<file path="config.mk">
export PLATFORM = sky130hd
export DESIGN_NAME = beat_link
export DESIGN_NICKNAME = d
export VERILOG_FILES = /design/src/rtl/beat_link_pkg.sv /design/src/rtl/beat_link_tx.sv /design/src/rtl/beat_link.sv
export SDC_FILE = /design/constraint.sdc
export NUM_CORES = 1
export LEC_CHECK = 0
export CORE_MARGIN = 3
export CORE_UTILIZATION = 40
export DETAILED_ROUTE_END_ITERATION = 6
export GPL_TIMING_DRIVEN = 0
export PLACE_DENSITY = 0.7
export SLEW_MARGIN = 20
export SYNTH_ARGS = -nofsm -noshare
export SYNTH_HDL_FRONTEND = slang
export SYNTH_HIERARCHICAL = 1
export SYNTH_SLANG_ARGS = --single-unit
</file>
<file path="constraint.sdc">
create_clock -name sys_clk -period 2.8 [get_ports sys_clk]
set_input_delay 0.42 -clock sys_clk [delete_from_list [all_inputs] [get_ports sys_clk]]
set_output_delay 0.42 -clock sys_clk [all_outputs]
set_load 0.05 [all_outputs]
</file>
<file path="src/rtl/beat_link_pkg.sv">
// Shared constants, FSM encodings and the packet checksum helper for beat_link.
package beat_link_pkg;

    localparam logic [7:0] SYNC_BYTE  = 8'hA5;
    localparam logic [7:0] ACK_BYTE   = 8'h06;
    localparam logic [7:0] BCAST_ADDR = 8'hFF;

    typedef enum logic [1:0] {
        R_SYNC = 2'd0,
        R_ADDR = 2'd1,
        R_DATA = 2'd2,
        R_CHK  = 2'd3
    } rx_state_t;

    typedef enum logic [1:0] {
        T_IDLE  = 2'd0,
        T_LATCH = 2'd1,
        T_BUSY  = 2'd2,
        T_DONE  = 2'd3
    } tx_state_t;

    function automatic logic [7:0] pkt_chk(input logic [7:0] addr, input logic [7:0] data);
        return addr ^ data ^ SYNC_BYTE;
    endfunction

endpackage

</file>
<file path="src/rtl/beat_link_tx.sv">
// Transmit scheduler: saturating ACK/status pending flags, ACK-first arbiter and
// latch/done handshake towards the byte-level UART transmitter.
module beat_link_tx
    import beat_link_pkg::*;
(
    input  logic       clk_i,
    input  logic       rst_ni,
    input  logic       ack_req_i,
    input  logic       stat_req_i,
    input  logic [7:0] sw_i,
    input  logic       tx_done_i,
    output logic       tx_latch_o,
    output logic [7:0] tx_data_o
);

    tx_state_t  state_q, state_d;
    logic       ack_pend_q, ack_pend_d;
    logic       stat_pend_q, stat_pend_d;
    logic [7:0] data_q, data_d;
    logic       latch_q, latch_d;
    logic       ack_clr_s, stat_clr_s;

    // Next-state, arbitration and pending-flag update.
    always_comb begin
        state_d    = state_q;
        data_d     = data_q;
        ack_clr_s  = 1'b0;
        stat_clr_s = 1'b0;
        case (state_q)
            T_IDLE: begin
                if (tx_done_i && ack_pend_q) begin
                    data_d    = ACK_BYTE;
                    ack_clr_s = 1'b1;
                    state_d   = T_LATCH;
                end else if (tx_done_i && stat_pend_q) begin
                    data_d     = sw_i;
                    stat_clr_s = 1'b1;
                    state_d    = T_LATCH;
                end else begin
                    state_d = T_IDLE;
                end
            end
            T_LATCH: state_d = T_BUSY;
            T_BUSY: begin
                if (!tx_done_i) begin
                    state_d = T_DONE;
                end else begin
                    state_d = T_BUSY;
                end
            end
            T_DONE: begin
                if (tx_done_i) begin
                    state_d = T_IDLE;
                end else begin
                    state_d = T_DONE;
                end
            end
            default: state_d = T_IDLE;
        endcase
        // A new request arriving while its flag is being consumed stays pending.
        ack_pend_d  = (ack_pend_q & ~ack_clr_s) | ack_req_i;
        stat_pend_d = (stat_pend_q & ~stat_clr_s) | stat_req_i;
        latch_d     = (state_d == T_LATCH);
    end

    // State, flag and output registers.
    always_ff @(posedge clk_i or negedge rst_ni) begin
        if (!rst_ni) begin
            state_q     <= T_IDLE;
            ack_pend_q  <= 1'b0;
            stat_pend_q <= 1'b0;
            data_q      <= 8'h00;
            latch_q     <= 1'b0;
        end else begin
            state_q     <= state_d;
            ack_pend_q  <= ack_pend_d;
            stat_pend_q <= stat_pend_d;
            data_q      <= data_d;
            latch_q     <= latch_d;
        end
    end

    assign tx_latch_o = latch_q;
    assign tx_data_o  = data_q;

endmodule

</file>
<file path="src/rtl/beat_link.sv">
// UART link controller: parses SYNC/ADDR/DATA/CHK packets into channel registers
// and schedules ACK and periodic switch-status bytes onto the transmitter.
module beat_link
    import beat_link_pkg::*;
#(
    parameter int NUM_CH      = 3,
    parameter int CH_W        = 4,
    parameter int STAT_PERIOD = 1000000,
    parameter int TIMEOUT     = 50000
) (
    input  logic                     sys_clk,
    input  logic                     sys_rst_l,
    input  logic                     rx_valid,
    input  logic [7:0]               rx_data,
    input  logic                     tx_done,
    output logic                     tx_latch,
    output logic [7:0]               tx_data,
    input  logic [7:0]               sw,
    output logic [NUM_CH*CH_W-1:0]   ch_out,
    output logic [7:0]               leds,
    output logic                     frame_err
);

    localparam int GW = $clog2(TIMEOUT + 1);
    localparam int SW = $clog2(STAT_PERIOD);
    localparam logic [GW-1:0] GAP_LAST  = GW'(TIMEOUT - 1);
    localparam logic [SW-1:0] STAT_LAST = SW'(STAT_PERIOD - 1);
    localparam logic [7:0]    NUM_CH_B  = 8'(NUM_CH);

    rx_state_t               rx_state_q, rx_state_d;
    logic [7:0]              addr_q, addr_d;
    logic [7:0]              data_q, data_d;
    logic [GW-1:0]           gap_q, gap_d;
    logic [SW-1:0]           stat_q, stat_d;
    logic [NUM_CH*CH_W-1:0]  ch_q, ch_d;
    logic [7:0]              leds_q, leds_d;
    logic                    ferr_q, ferr_d;
    logic                    ack_req_s, stat_req_s;

    // Receive parser, commit and inter-byte timeout.
    always_comb begin
        rx_state_d = rx_state_q;
        addr_d     = addr_q;
        data_d     = data_q;
        gap_d      = gap_q;
        ch_d       = ch_q;
        leds_d     = leds_q;
        ferr_d     = 1'b0;
        ack_req_s  = 1'b0;
        if (rx_valid) begin
            gap_d = '0;
            case (rx_state_q)
                R_SYNC: begin
                    if (rx_data == SYNC_BYTE) begin
                        rx_state_d = R_ADDR;
                    end else begin
                        rx_state_d = R_SYNC;
                    end
                end
                R_ADDR: begin
                    addr_d     = rx_data;
                    rx_state_d = R_DATA;
                end
                R_DATA: begin
                    data_d     = rx_data;
                    rx_state_d = R_CHK;
                end
                R_CHK: begin
                    rx_state_d = R_SYNC;
                    if ((rx_data == pkt_chk(addr_q, data_q)) &&
                        ((addr_q < NUM_CH_B) || (addr_q == BCAST_ADDR))) begin
                        for (int i = 0; i < NUM_CH; i++) begin
                            if ((addr_q == BCAST_ADDR) || (addr_q == 8'(i))) begin
                                ch_d[i*CH_W +: CH_W] = data_q[CH_W-1:0];
                            end else begin
                                ch_d[i*CH_W +: CH_W] = ch_q[i*CH_W +: CH_W];
                            end
                        end
                        leds_d    = data_q;
                        ack_req_s = 1'b1;
                    end else begin
                        ferr_d = 1'b1;
                    end
                end
                default: rx_state_d = R_SYNC;
            endcase
        end else if (rx_state_q != R_SYNC) begin
            if (gap_q == GAP_LAST) begin
                gap_d      = '0;
                rx_state_d = R_SYNC;
                ferr_d     = 1'b1;
            end else begin
                gap_d = gap_q + GW'(1'b1);
            end
        end else begin
            gap_d = '0;
        end
    end

    // Free-running status period timer.
    always_comb begin
        if (stat_q == STAT_LAST) begin
            stat_d     = '0;
            stat_req_s = 1'b1;
        end else begin
            stat_d     = stat_q + SW'(1'b1);
            stat_req_s = 1'b0;
        end
    end

    // Receive-side registers.
    always_ff @(posedge sys_clk or negedge sys_rst_l) begin
        if (!sys_rst_l) begin
            rx_state_q <= R_SYNC;
            addr_q     <= 8'h00;
            data_q     <= 8'h00;
            gap_q      <= '0;
            stat_q     <= '0;
            ch_q       <= '0;
            leds_q     <= 8'h00;
            ferr_q     <= 1'b0;
        end else begin
            rx_state_q <= rx_state_d;
            addr_q     <= addr_d;
            data_q     <= data_d;
            gap_q      <= gap_d;
            stat_q     <= stat_d;
            ch_q       <= ch_d;
            leds_q     <= leds_d;
            ferr_q     <= ferr_d;
        end
    end

    beat_link_tx u_tx (
        .clk_i      (sys_clk),
        .rst_ni     (sys_rst_l),
        .ack_req_i  (ack_req_s),
        .stat_req_i (stat_req_s),
        .sw_i       (sw),
        .tx_done_i  (tx_done),
        .tx_latch_o (tx_latch),
        .tx_data_o  (tx_data)
    );

    assign ch_out    = ch_q;
    assign leds      = leds_q;
    assign frame_err = ferr_q;

endmodule

</file>
# Yosys cells after proc, flatten, opt, wreduce, memory -nomap -nowiden
# Index checks and enable logic that the tools add are counted.
# W data, S select, Z words.
# classes
muxes,30
reduce_logical,22
bitwise,8
eq_ne,14
n_lt_le_gt_ge,1
add_sub_neg,2
# op_table
op,count
$mux W16,3
$add A20 B1 Y20 const B,1
$eq A20 B20 Y1 const B,1
$mux W20,1
$mux W1,17
$add A16 B1 Y16 const B,1
$eq A16 B16 Y1 const B,1
$eq A8 B8 Y1 const B,2
$mux W8,2
$pmux W2 S4,2
$reduce_and A4 Y1,3
$mux W2,5
$eq A2 B2 Y1 const B,4
$eq A8 B1 Y1 const B,1
$eq A8 B2 Y1 const B,1
$eq A8 B8 Y1,1
$logic_not A8 Y1,1
$lt A8 B2 Y1 const B,1
$reduce_and A2 Y1,4
$reduce_bool A2 Y1,4
$xor A8 B8 Y8,1
$eq A2 B1 Y1 const B,3
$logic_not A2 Y1,2
$logic_or A1 B1 Y1,4
other kinds (6),11
# word_totals
elab_cells,92
in_bits,20
reg_bits,88

# Logic depth before layout (Yosys ltp)
# Gate-level depths: netlist of run 1.
# logic_depth
ltp_word,8
ltp_mapped,7
ltp_nobuf,6

# Modules after synthesis
# The synthesis of run 1 kept the hierarchy.
# by_module_without_submodules
mod,instances,cells_each,area_per_inst_um2,seq_area_each_um2
beat_link,1,300,3569.7,1876.8
beat_link_tx,1,38,508.0,325.3

# Worst setup path before layout of run 1
# OpenSTA, ideal clock, no wires.
# synth_path
kind,input port to flip-flop
startpoint,input rx_data[2]
endpoint,register ch_q[0] (netlist: ch_out[0])
path_buffers,1
setup_time_ns,0.125
slack_ns,0.532
t_required_ns,2.675
stages,6
arrival_time_ns,2.143
path_cell_list,xor3_4 > nand3_1 > or4_1 > buf_2 > nor4_4 > mux2_2
# synth_via
elab_chain_len,3
# synth_rtl
element,line_no,rtl
"start, declared",beat_link.sv:14,"input logic [7:0] rx_data,"
$eq A8 B8 Y1,beat_link.sv:70,"if ((rx_data == pkt_chk(addr_q, data_q)) &&"
$logic_and A1 B1 Y1,beat_link.sv:70,
$reduce_and A4 Y1 (no line),n/a,
"end signal, assigned",beat_link.sv:128,ch_q <= ch_d;
"end, declared",beat_link.sv:35,"logic [NUM_CH*CH_W-1:0] ch_q, ch_d;"
# Every way passes these cells.
# A chain may end at the register's enable or synchronous reset.

# Final worst setup path of run 1
# layout_path
startpoint,input rx_data[4]
endpoint,register ch_q[10] (netlist: ch_out[10])
# Same word-level chain as after synthesis.

==> reports/qor.csv, run 1 <==
stage;metric;value;unit
timing;final setup vio count;0;
timing;Max Clock Skew;7.448;ps
timing;Slew headroom;0.5134;
global_route;antenna violations before repair;0;
timing;Fin. Hold Viols;0;
critical_path;Crit path max-delay family;simple AND/OR/NAND/NOR gates;
floorplanning;die area;11440;µm²
yosys;top-area cell type share of the netlist area;0.5400;
yosys;Main synth FF type;dfrtp_1;
yosys;Synth Instances;338;
yosys;Synth area leader;dfrtp_1;
final_layout;fin area;4970;µm²
timing;Period Utilization, post-route;0.9353;
critical_path;crit-path cells;clkdlybuf4s50_1 > xnor3_1 > nand2_1 > or4_1 > buf_2 > nor4_4 > mux2_2;
timing;fmax;0.3818;GHz
timing;fin. max-slew vios;0;
global_route;gr usage total;0.1448;
status;outcome;completed;
floorplanning;FP Rows;36;
timing;RSZ-0062 raised after global routing;false;
clock_tree;Reg clk slew, reported paths;90;ps
clock_tree;H-tree depth;3;
clock_tree;Gates resized, CTS repair;0;
global_route;largest net degree at the start of global routing;60;
detailed_routing;DRC;0;
critical_path;Worst path depth;7;
power_and_ir_drop;total power;3415;µW
detailed_routing;wire per inst;14.33;µm
clock_tree;CTS sink cnt;88;
yosys;Async S/R FF share, synth;1.000;
job;Max Cap Violations;0;
critical_path;CP max FO;5;
yosys;top cells by area, synth;dfrtp_1 54%, mux2_2 9.4%, xor2_1 3.9%, nor2_1 3.0%, xnor2_1 3.0%;
placement;Placed Area;4750;µm²
power_and_ir_drop;P_leak;0.002216;µW
clock_tree;clock root cell;clkbuf_8;
floorplanning;CORE AREA;9864;µm²
final_layout;Post-Layout Cell Count;538;
yosys;Seq/Total Area, Yosys;0.5400;
detailed_routing;detailed-router iteration count before antenna repair;4;
yosys;syn avg cell area;12.06;µm²
critical_path;Crit-path slowest cell;clkdlybuf4s50_1;
detailed_routing;routed vias/inst;5.065;
detailed_routing;DRT antenna net count;0;
detailed_routing;final wirelength;7707;µm
yosys;register bit total from synthesis;88;
clock_tree;Num CTS Buffers;9;
critical_path;WP buf/inv;2;
floorplanning;die extent in y;107.0;µm
placement;hpwl dp;5427;µm
clock_tree;deepest clock path buffer count;2;
hold_path;Hold Path Depth;2;
yosys;Netlist Area Pre-Place;4078;µm²
clock_tree;clk_lat worst skew;360;ps
critical_path;type of the worst setup path;in2reg;
critical_path;Worst Path Required;3050;ps
global_route;total grt overflow;0;
final_layout;leading cell type in the layout, fill and taps excluded;dfrtp_1;
floorplanning;Initial Util;0.4134;
clock_tree;CTS tree;built;
yosys;Synth warnings;6;
global_route;vias in the first global route;2763;
placement;port bufs;48;
final_layout;NumNets Final;426;
yosys;post-synthesis net count;364;
detailed_routing;initial DRC count;178;
placement;GPL Wtd Cong;0.7870;
final_layout;layout cells sized above 1;0.1679;
yosys;number of synthesized flops with an enable pin;0;
final_layout;antenna cells;0;
critical_path;Critical Path End Type;register;
final_layout;area growth from synthesis to layout;21.88;%
final_layout;most frequent cells in the layout;88 x dfrtp_1, 47 x clkdlybuf4s50_1, 34 x mux2_2;
power_and_ir_drop;P per Cell Area;687.2;nW/µm²
detailed_routing;Via Count;2725;
global_route;global-route wire length before repair;13250;µm
power_and_ir_drop;maximum vdd drop;301.0;µV
floorplanning;Die W;107.0;µm
critical_path;reg2reg path depth;5;
floorplanning;top-level port count;50;
timing;measured slew at the worst slew-check pin;724.4;ps
placement;Placed Cells;520;
critical_path;Data arrival, critical path;2870;ps
critical_path;max incr delay on CP;480;ps
yosys;count of cell types in the netlist;49;
timing;fin crit period;2619;ps
hold_path;worst hold path class;in2reg;
critical_path;crit path launch type;input port;
## worst register-to-register path, stage by stage (launching register included)
cell	delay, ps
dfrtp_1	420
or4_4	550
nor4b_1	350
o21ai_2	230
nor4_4	410
mux2_2	390
## kinds of logic (layout without fill, tap and decap cells)
| group | Yosys count | in the layout | share of synthesized area |
|---|---|---|---|
| buffers and inverters | 23 | 90 | 0.02455 |
| muxes | 36 | 36 | 0.09880 |
| AOI/OAI and AO/OA | 30 | 30 | 0.05155 |
| and+or+nand+nor | 118 | 118 | 0.1685 |
| adders and majority gates | 6 | 6 | 0.01841 |
| DFF | 88 | 88 | 0.5400 |
| xor gates and xnor gates | 37 | 37 | 0.09819 |
## through the flow
| stage | hold slack (ps) | setup slack, ps | util | TNS [ps] |
|---|---|---|---|---|
| after global routing | 515.6 | 75.20 | 0.5038 | 0 |
| after CTS | 474.1 | 69.56 | 0.5018 | 0 |
| after floorplan | 124.4 | 532.4 | - | 0 |
| final | 479.1 | 181.1 | 0.5038 | 0 |
| after global placement | 467.9 | -1798 | 0.4789 | -161920 |
| after detailed placement | 385.1 | -286.8 | 0.4815 | -4377 |
## routing by layer
metal / part of all wire / GRT usage
met5: 0 / 0
met4: 0.024 / 0.06575
met3: 0.031 / 0.02468
met2: 0.49 / 0.2361
met1: 0.46 / 0.1894
## area by class of cell
| class | count | area [µm²] |
|---|---|---|
| clock buffers | 11 | 151.4 |
| repair buffers | 51 | 535.5 |
| well taps | 133 | 166.4 |
| plain buffers | 8 | 43.79 |
| flip-flops and latches | 88 | 2202 |
| inverters | 15 | 56.30 |
| clock inverters | 5 | 38.79 |
| fillers | 814 | 4895 |
| multi-input cells | 227 | 1775 |
## report_power, final
| part | internal, µW | switching (µW) |
|---|---|---|
| Combinational | 437 | 522 |
| Sequential | 1440 | 172 |
| Clock | 378 | 469 |
| Total | 2250 | 1160 |
## worst paths after layout
kind                            startpoint  slack, ps    endpoint
worst min register to register    gap_q[0]        500    gap_q[0]
worst min-delay path              rx_valid        480   frame_err
worst max register to register   addr_q[2]        340  ch_out[10]
max in group asynchronous        sys_rst_l       1650   stat_q[2]
worst max-delay path            rx_data[4]        180  ch_out[10]
min in group asynchronous        sys_rst_l        540   frame_err
## synth_stat cells (3+ instances only)
cell type	count
inv_1	15
ha_1	6
nor2_1	33
a21oi_1	4
xor2_1	18
o21ai_0	8
and3_1	5
nand4_1	12
xnor2_1	14
nand2_1	18
a22o_1	7
mux2_2	34
nand3_1	15
nor4b_1	3
clkbuf_1	4
nor4_4	3
and4_1	4
nor3_1	6
dfrtp_1	88
## state kept, by name (all words and copies together) (netlist names)
| name | flops |
|---|---|
| u_tx/ack_pend_q | 1 |
| u_tx/tx_latch_o | 1 |
| gap_q | 16 |
| ch_out | 12 |
| leds | 8 |
| rx_state_q | 2 |
| u_tx/tx_data_o | 8 |
| frame_err | 1 |
| data_q | 8 |
| addr_q | 8 |
| stat_q | 20 |
| u_tx/state_q | 2 |
| u_tx/stat_pend_q | 1 |
## what timing repair did
| item | in CTS | in global routing |
|---|---|---|
| endpoints found under the hold margin | 7 | 0 |
| hold buffers | 1 | 0 |
| setup endpoints to repair | 0 | 7 |
| buffers inserted | 0 | 1 |
(Power assumes the default switching activity.)
==> run 2, diff against run 1 <==
ABC_AREA = 0   (was not set)
ABC_CLOCK_PERIOD_IN_PS = 2800   (was not set)
==> results of run 2 <==
Final layout, timing and power as in run 1 (identical DEF).
